### src/rtl/rab_arbiter_if.sv
// Bus bundle between two RAB requesters (port 0: I2C slave, port 1: MCU),
// the arbiter and the shared RAB target.
interface rab_arbiter_if;
  logic [8:0] req0_addr;
  logic [7:0] req0_wdata;
  logic       req0_write;
  logic       req0_read;
  logic [7:0] req0_rdata;
  logic       req0_ack;

  logic [8:0] req1_addr;
  logic [7:0] req1_wdata;
  logic       req1_write;
  logic       req1_read;
  logic [7:0] req1_rdata;
  logic       req1_ack;

  logic [8:0] tgt_addr;
  logic [7:0] tgt_wdata;
  logic       tgt_write;
  logic       tgt_read;
  logic [7:0] tgt_rdata;
  logic       tgt_ack;

  logic       tout_err;
  logic       err_clr;

  // Arbiter side
  modport slave (
    input  req0_addr, req0_wdata, req0_write, req0_read,
    input  req1_addr, req1_wdata, req1_write, req1_read,
    input  tgt_rdata, tgt_ack, err_clr,
    output req0_rdata, req0_ack, req1_rdata, req1_ack,
    output tgt_addr, tgt_wdata, tgt_write, tgt_read, tout_err
  );

  // Requester / target environment side
  modport master (
    output req0_addr, req0_wdata, req0_write, req0_read,
    output req1_addr, req1_wdata, req1_write, req1_read,
    output tgt_rdata, tgt_ack, err_clr,
    input  req0_rdata, req0_ack, req1_rdata, req1_ack,
    input  tgt_addr, tgt_wdata, tgt_write, tgt_read, tout_err
  );
endinterface

### src/rtl/rab_arbiter.sv
// Two-port round-robin arbiter for a shared RAB target: latches one request per
// port, issues it as a single-cycle strobe and forces completion on timeout.
module rab_arbiter #(
  parameter int unsigned TIMEOUT = 16
) (
  input  logic         sys_clk,
  input  logic         sys_rst,
  rab_arbiter_if.slave bus
);
  typedef enum logic {IDLE = 1'b0, WAIT = 1'b1} state_t;

  localparam logic [4:0] TMO = 5'(TIMEOUT);

  logic [1:0][8:0] in_addr;
  logic [1:0][7:0] in_wdata;
  logic [1:0]      in_rd;
  logic [1:0]      in_wr;

  state_t          state_q, state_d;
  logic [1:0]      pend_q, pend_d;
  logic [1:0][8:0] addr_q, addr_d;
  logic [1:0][7:0] wdata_q, wdata_d;
  logic [1:0]      op_wr_q, op_wr_d;
  logic            last_q, last_d;
  logic [4:0]      cnt_q, cnt_d;
  logic [8:0]      tgt_addr_q, tgt_addr_d;
  logic [7:0]      tgt_wdata_q, tgt_wdata_d;
  logic            tgt_rd_q, tgt_rd_d;
  logic            tgt_wr_q, tgt_wr_d;
  logic [1:0][7:0] rdata_q, rdata_d;
  logic [1:0]      ack_q, ack_d;
  logic            tout_q, tout_d;
  logic            done;
  logic            win;

  assign in_addr[0]  = bus.req0_addr;
  assign in_addr[1]  = bus.req1_addr;
  assign in_wdata[0] = bus.req0_wdata;
  assign in_wdata[1] = bus.req1_wdata;
  assign in_rd[0]    = bus.req0_read;
  assign in_rd[1]    = bus.req1_read;
  assign in_wr[0]    = bus.req0_write;
  assign in_wr[1]    = bus.req1_write;

  // last_q doubles as the granted port while in WAIT.
  always_comb begin
    state_d     = state_q;
    last_d      = last_q;
    cnt_d       = cnt_q;
    tgt_addr_d  = tgt_addr_q;
    tgt_wdata_d = tgt_wdata_q;
    tgt_rd_d    = 1'b0;
    tgt_wr_d    = 1'b0;
    rdata_d     = rdata_q;
    ack_d       = 2'b00;
    tout_d      = tout_q & ~bus.err_clr;
    done        = 1'b0;
    win         = 1'b0;
    case (state_q)
      IDLE: begin
        if (|pend_q) begin
          win         = (&pend_q) ? ~last_q : pend_q[1];
          last_d      = win;
          cnt_d       = '0;
          tgt_addr_d  = addr_q[win];
          tgt_wdata_d = wdata_q[win];
          tgt_wr_d    = op_wr_q[win];
          tgt_rd_d    = ~op_wr_q[win];
          state_d     = WAIT;
        end
      end
      WAIT: begin
        // A real ack in the timeout cycle takes precedence over the timeout.
        if (bus.tgt_ack || (cnt_q == TMO)) begin
          done          = 1'b1;
          ack_d[last_q] = 1'b1;
          cnt_d         = '0;
          state_d       = IDLE;
          if (bus.tgt_ack) begin
            rdata_d[last_q] = op_wr_q[last_q] ? 8'h00 : bus.tgt_rdata;
          end else begin
            rdata_d[last_q] = 8'hFF;
            tout_d          = 1'b1;
          end
        end else begin
          cnt_d = cnt_q + 5'd1;
        end
      end
      default: state_d = IDLE;
    endcase
  end

  always_comb begin
    pend_d  = pend_q;
    addr_d  = addr_q;
    wdata_d = wdata_q;
    op_wr_d = op_wr_q;
    for (int i = 0; i < 2; i++) begin
      if (done && (last_q == 1'(i))) begin
        pend_d[i] = 1'b0;
      end
      if (!pend_q[i] && (in_rd[i] || in_wr[i])) begin
        pend_d[i]  = 1'b1;
        addr_d[i]  = in_addr[i];
        wdata_d[i] = in_wdata[i];
        op_wr_d[i] = in_wr[i];
      end
    end
  end

  always_ff @(posedge sys_clk or posedge sys_rst) begin
    if (sys_rst) begin
      state_q     <= IDLE;
      pend_q      <= '0;
      addr_q      <= '0;
      wdata_q     <= '0;
      op_wr_q     <= '0;
      last_q      <= 1'b1;
      cnt_q       <= '0;
      tgt_addr_q  <= '0;
      tgt_wdata_q <= '0;
      tgt_rd_q    <= 1'b0;
      tgt_wr_q    <= 1'b0;
      rdata_q     <= '0;
      ack_q       <= '0;
      tout_q      <= 1'b0;
    end else begin
      state_q     <= state_d;
      pend_q      <= pend_d;
      addr_q      <= addr_d;
      wdata_q     <= wdata_d;
      op_wr_q     <= op_wr_d;
      last_q      <= last_d;
      cnt_q       <= cnt_d;
      tgt_addr_q  <= tgt_addr_d;
      tgt_wdata_q <= tgt_wdata_d;
      tgt_rd_q    <= tgt_rd_d;
      tgt_wr_q    <= tgt_wr_d;
      rdata_q     <= rdata_d;
      ack_q       <= ack_d;
      tout_q      <= tout_d;
    end
  end

  assign bus.req0_rdata = rdata_q[0];
  assign bus.req1_rdata = rdata_q[1];
  assign bus.req0_ack   = ack_q[0];
  assign bus.req1_ack   = ack_q[1];
  assign bus.tgt_addr   = tgt_addr_q;
  assign bus.tgt_wdata  = tgt_wdata_q;
  assign bus.tgt_read   = tgt_rd_q;
  assign bus.tgt_write  = tgt_wr_q;
  assign bus.tout_err   = tout_q;
endmodule
### src/flat_wrapper.sv
// flat-port wrapper written by rule: the top's interface ports become plain ports
module rab_arbiter_flat 
#(
  parameter int unsigned TIMEOUT = 16
)
  (sys_clk, sys_rst, bus_req0_addr, bus_req0_wdata, bus_req0_write, bus_req0_read, bus_req1_addr, bus_req1_wdata, bus_req1_write, bus_req1_read, bus_tgt_rdata, bus_tgt_ack, bus_err_clr, bus_req0_rdata, bus_req0_ack, bus_req1_rdata, bus_req1_ack, bus_tgt_addr, bus_tgt_wdata, bus_tgt_write, bus_tgt_read, bus_tout_err);
  rab_arbiter_if bus_i ();
  input  logic sys_clk;
  input  logic sys_rst;
  input wire logic [$bits(bus_i.req0_addr)-1:0] bus_req0_addr;
  input wire logic [$bits(bus_i.req0_wdata)-1:0] bus_req0_wdata;
  input wire logic [$bits(bus_i.req0_write)-1:0] bus_req0_write;
  input wire logic [$bits(bus_i.req0_read)-1:0] bus_req0_read;
  input wire logic [$bits(bus_i.req1_addr)-1:0] bus_req1_addr;
  input wire logic [$bits(bus_i.req1_wdata)-1:0] bus_req1_wdata;
  input wire logic [$bits(bus_i.req1_write)-1:0] bus_req1_write;
  input wire logic [$bits(bus_i.req1_read)-1:0] bus_req1_read;
  input wire logic [$bits(bus_i.tgt_rdata)-1:0] bus_tgt_rdata;
  input wire logic [$bits(bus_i.tgt_ack)-1:0] bus_tgt_ack;
  input wire logic [$bits(bus_i.err_clr)-1:0] bus_err_clr;
  output wire logic [$bits(bus_i.req0_rdata)-1:0] bus_req0_rdata;
  output wire logic [$bits(bus_i.req0_ack)-1:0] bus_req0_ack;
  output wire logic [$bits(bus_i.req1_rdata)-1:0] bus_req1_rdata;
  output wire logic [$bits(bus_i.req1_ack)-1:0] bus_req1_ack;
  output wire logic [$bits(bus_i.tgt_addr)-1:0] bus_tgt_addr;
  output wire logic [$bits(bus_i.tgt_wdata)-1:0] bus_tgt_wdata;
  output wire logic [$bits(bus_i.tgt_write)-1:0] bus_tgt_write;
  output wire logic [$bits(bus_i.tgt_read)-1:0] bus_tgt_read;
  output wire logic [$bits(bus_i.tout_err)-1:0] bus_tout_err;
  assign bus_i.req0_addr = bus_req0_addr;
  assign bus_i.req0_wdata = bus_req0_wdata;
  assign bus_i.req0_write = bus_req0_write;
  assign bus_i.req0_read = bus_req0_read;
  assign bus_i.req1_addr = bus_req1_addr;
  assign bus_i.req1_wdata = bus_req1_wdata;
  assign bus_i.req1_write = bus_req1_write;
  assign bus_i.req1_read = bus_req1_read;
  assign bus_i.tgt_rdata = bus_tgt_rdata;
  assign bus_i.tgt_ack = bus_tgt_ack;
  assign bus_i.err_clr = bus_err_clr;
  assign bus_req0_rdata = bus_i.req0_rdata;
  assign bus_req0_ack = bus_i.req0_ack;
  assign bus_req1_rdata = bus_i.req1_rdata;
  assign bus_req1_ack = bus_i.req1_ack;
  assign bus_tgt_addr = bus_i.tgt_addr;
  assign bus_tgt_wdata = bus_i.tgt_wdata;
  assign bus_tgt_write = bus_i.tgt_write;
  assign bus_tgt_read = bus_i.tgt_read;
  assign bus_tout_err = bus_i.tout_err;
  rab_arbiter #(.TIMEOUT(TIMEOUT)) u_core (.sys_clk(sys_clk), .sys_rst(sys_rst), .bus(bus_i));
endmodule
### config.mk
export PLATFORM = sky130hd
export DESIGN_NAME = rab_arbiter_flat
export DESIGN_NICKNAME = d
export VERILOG_FILES = /design/src/rtl/rab_arbiter_if.sv /design/src/rtl/rab_arbiter.sv /design/src/flat_wrapper.sv
export SDC_FILE = /design/constraint.sdc
export NUM_CORES = 1
export LEC_CHECK = 0
export BUFFER_PORTS_ARGS = -buffer_cell sky130_fd_sc_hd__buf_4
export CORE_ASPECT_RATIO = 1.1
export CORE_MARGIN = 1.5
export CORE_UTILIZATION = 35
export DETAILED_ROUTE_END_ITERATION = 8
export PLACE_DENSITY_LB_ADDON = 0.05
export SYNTH_ARGS = -nofsm -noshare
export SYNTH_HDL_FRONTEND = slang
export SYNTH_SLANG_ARGS = --single-unit
### constraint.sdc
create_clock -name sys_clk -period 2.56 [get_ports sys_clk]
set_clock_uncertainty 0.15 [all_clocks]
set_input_delay 0.512 -clock sys_clk [delete_from_list [all_inputs] [get_ports sys_clk]]
set_output_delay 0.512 -clock sys_clk [all_outputs]
set_load 0.03 [all_outputs]
==> impl_metrics.tcl <==
set metrics [dict create \
    rrSetupSlack_ns 0.58 \
    finalSetupViolCount 0 \
    antennaDiodeCount 0 \
    cts.sinks 83 \
    cts_resized 0 \
    sequentialPowerShare_pct 39.7 \
    place_congestion 0.694 \
    synth-seq-area-share_pct 61.9 \
    netlist_area_sq_um 3360 \
    outcome "finished, final reports clean" \
    wl_per_cell_microns 15.1 \
    rows 37 \
    whs_ns 0.134 \
    fp.dieArea_sq_um 10200 \
    die_w_microns 96.4 \
    vias 2273 \
    synth_ff_type "dfrtp_1" \
    grt_pass1_vias 2297 \
    die_h_microns 106 \
    clkTransAtPathRegs_ns 0.08 \
    cts.path.max_buffers 2 \
    synth.area.top_cells "dfrtp_1 61%, mux2_2 12%, mux2i_1 5.7%, a2bb2oi_1 4.2%, o21ai_0 3.4%" \
    drc 0 \
    syn_inst 253 \
    synth_cell_types 31 \
    cts.htree.levels 3 \
    cp_data_required_time_ns 2.68 \
    crit_type "flip-flop to flip-flop" \
    fmax_ghz 0.504 \
    ant_nets 0 \
    arrival_ns 2.10 \
    cp-end-kind "flip-flop" \
    path_max_fanout 10 \
    grt_overflow_total 0 \
    slew_headroom_pct 56.8 \
    p_int_uw 3580 \
    nets 403 \
    yosys.area.top_type "dfrtp_1" \
    maxCapViolations 0 \
    synth-edff-count 0 \
    finalSetupTns_ns 0 \
    first_iter_violations 79 \
    fillCellCount 913 \
    portBuffers 87 \
    synthTopCellsByCount "82 x dfrtp_1, 36 x mux2_2, 29 x nand2_1, 23 x o21ai_0, 19 x mux2i_1" \
    yosysWarnings 0 \
    fin_util_pct 46.8 \
    worstMarginPinSlew_ns 0.648 \
    hp-class "input pin to async pin" \
    multi_input_area_sq_um 1190 \
    final_layout_size_suffix_gt1_share_pct 43.8 \
    drt-pass1-iter-count 4 \
    core-area_sq_um 9350 \
    grt_pass1_wl_mm 11.6 \
    ir_drop_uv 492 \
    synthArstFlopShare_pct 100 \
    clockRootBuffer "clkbuf_8" \
    area_growth_syn_to_layout_pct 30.3 \
    synth-seq-cells 83 \
    rsz0062_at_grt "false" \
    period_share_pct 77.5 \
    syn_nets 305 \
    cts_hold_buf 0 \
    grt_max_degree 51 \
    slew_violations 0 \
    switching_share_pct 37.5 \
    synth.most_common_cell "dfrtp_1" \
    period_minus_slack_ns 1.98 \
    crit_path_top_delay_cell "a211oi_4" \
    cts_tree "built" \
    syn_avg_cell_area_sq_um 13.3 \
    start_kind "flip-flop" \
    via_per_inst 4.81 \
    synth_top_area_share_pct 61.1 \
    start_util_pct 35.9 \
    ios 88 \
    cts_setup_buffers 0 \
    grt.total_usage_pct 15.3 \
    antenna_found_initial 0 \
    hold_violations 0 \
    leakagePower_uw 0.00208 \
    clock_latency_ns 0.35 \
    post-dp-hpwl_mm 4.90 \
    power.switching_uw 2150 \
    p_comb_share_pct 43.4 \
    totalWireLength_mm 7.15 \
    cp_cell_sequence "inv_1 -> ha_1 -> nand4bb_1 -> a211oi_4 -> a2bb2oi_1" \
    max_stage_delay_ns 0.58 \
    seq_area_sq_um 2080 \
    p_clk_share_pct 16.9 \
    numCtsBuffers 9 \
    power.density_nw_per_um2 1310 \
]
==> path summary, 6_finish.rpt <==
kind / startpoint / to / cells past startpoint
worst max-delay path: u_core.cnt_q[0] / u_core.bus.req0_rdata[7] / 5
worst min-delay path: sys_rst / u_core.bus.tgt_wdata[6] / 3
worst max register to register: u_core.cnt_q[0] / u_core.bus.req0_rdata[7] / 5
worst min register to register: u_core.bus.tgt_wdata[7] / u_core.bus.tgt_wdata[7] / 2
max in group asynchronous: sys_rst / u_core.bus.tgt_addr[6] / 3
min in group sys_clk: bus_err_clr / u_core.bus.tout_err / 2
==> state kept, by name, indices dropped and copies added, names as in the netlist <==
signal                 cells
u_core.addr_q             18
u_core.wdata_q            16
u_core.bus.tgt_addr        9
u_core.bus.req0_rdata      8
u_core.bus.req1_rdata      8
u_core.bus.tgt_wdata       8
u_core.cnt_q               5
u_core.ack_q               2
u_core.op_wr_q             2
u_core.pend_q              2
u_core.bus.tgt_read        1
u_core.bus.tgt_write       1
u_core.bus.tout_err        1
u_core.last_q              1
u_core.state_q             1
==> through the flow <==
step           instance area (sq um)  std cells  worst slack, ns  total power [uW]
2_1_floorplan                   3360        253            0.832              3980
5_1_grt                         4380        473            0.402              6120
3_3_place_gp                    4170        457            0.632              4800
6_report                        4380        473            0.576              5730
4_1_cts                         4380        473            0.564              5820
3_5_place_dp                    4170        457            0.586              4840
==> area by class of cell <==
cell class | count | share of cell area, %
clock buffer | 12 | 3.55
clock inverter | 4 | 1.12
inverter | 9 | 0.858
multi-input combinational | 152 | 27.2
sequential | 83 | 47.5
tap | 117 | 3.35
timing repair buffer | 96 | 16.5
==> metal layers <==
layer,share of wire (%),up-vias,global-route usage (%)
li1,-,1095,-
met1,45,1112,19.9
met2,48,57,23.3
met3,6.3,9,4.98
met4,1.4,0,6.52
met5,0,-,0
==> critical path, delay by kind of cell (launching register included) <==
family / cells / cell delay [ns]
AOI/OAI and AO/OA: 2 / 0.78
DFF: 1 / 0.42
and+or+nand+nor: 1 / 0.34
adders and majority gates: 1 / 0.14
buffers and inverters: 1 / 0.08
==> layout by cell type (no fill, tap or decap), types with 2 or more instances in the layout <==
cell       count
clkbuf_8      11
mux2i_1       19
a31oi_1        2
buf_4         96
ha_1           2
nand3_1        2
nor3_1         2
o21ai_0       23
clkinv_2       2
nand2_1       29
o21ai_2        2
a2bb2oi_1     16
nor2b_1        2
dfrtp_1       82
nor2_1         3
inv_1          8
mux2_2        36
a21oi_1        2
==> power by group through the flow <==
stage          registers, uW  clock network, uW  logic (uW)
2_1_floorplan           2770                  0        1210
3_3_place_gp            2300                  0        2500
3_5_place_dp            2310                  0        2540
4_1_cts                 2280               1000        2530
5_1_grt                 2360               1060        2700
6_report                2270                969        2480
==> cells by family (layout without fill, tap and decap cells) <==
logic type / Yosys count / after routing / share of synthesized area, %
buffers and inverters: 18 / 121 / 2.80
xor gates and xnor gates: 1 / 1 / 0.261
DFF: 83 / 83 / 61.9
and+or+nand+nor: 42 / 42 / 5.59
AOI/OAI and AO/OA: 52 / 52 / 11.0
muxes: 55 / 55 / 17.7
adders and majority gates: 2 / 2 / 0.745
No activity file was read; power rests on OpenSTA's default activity.
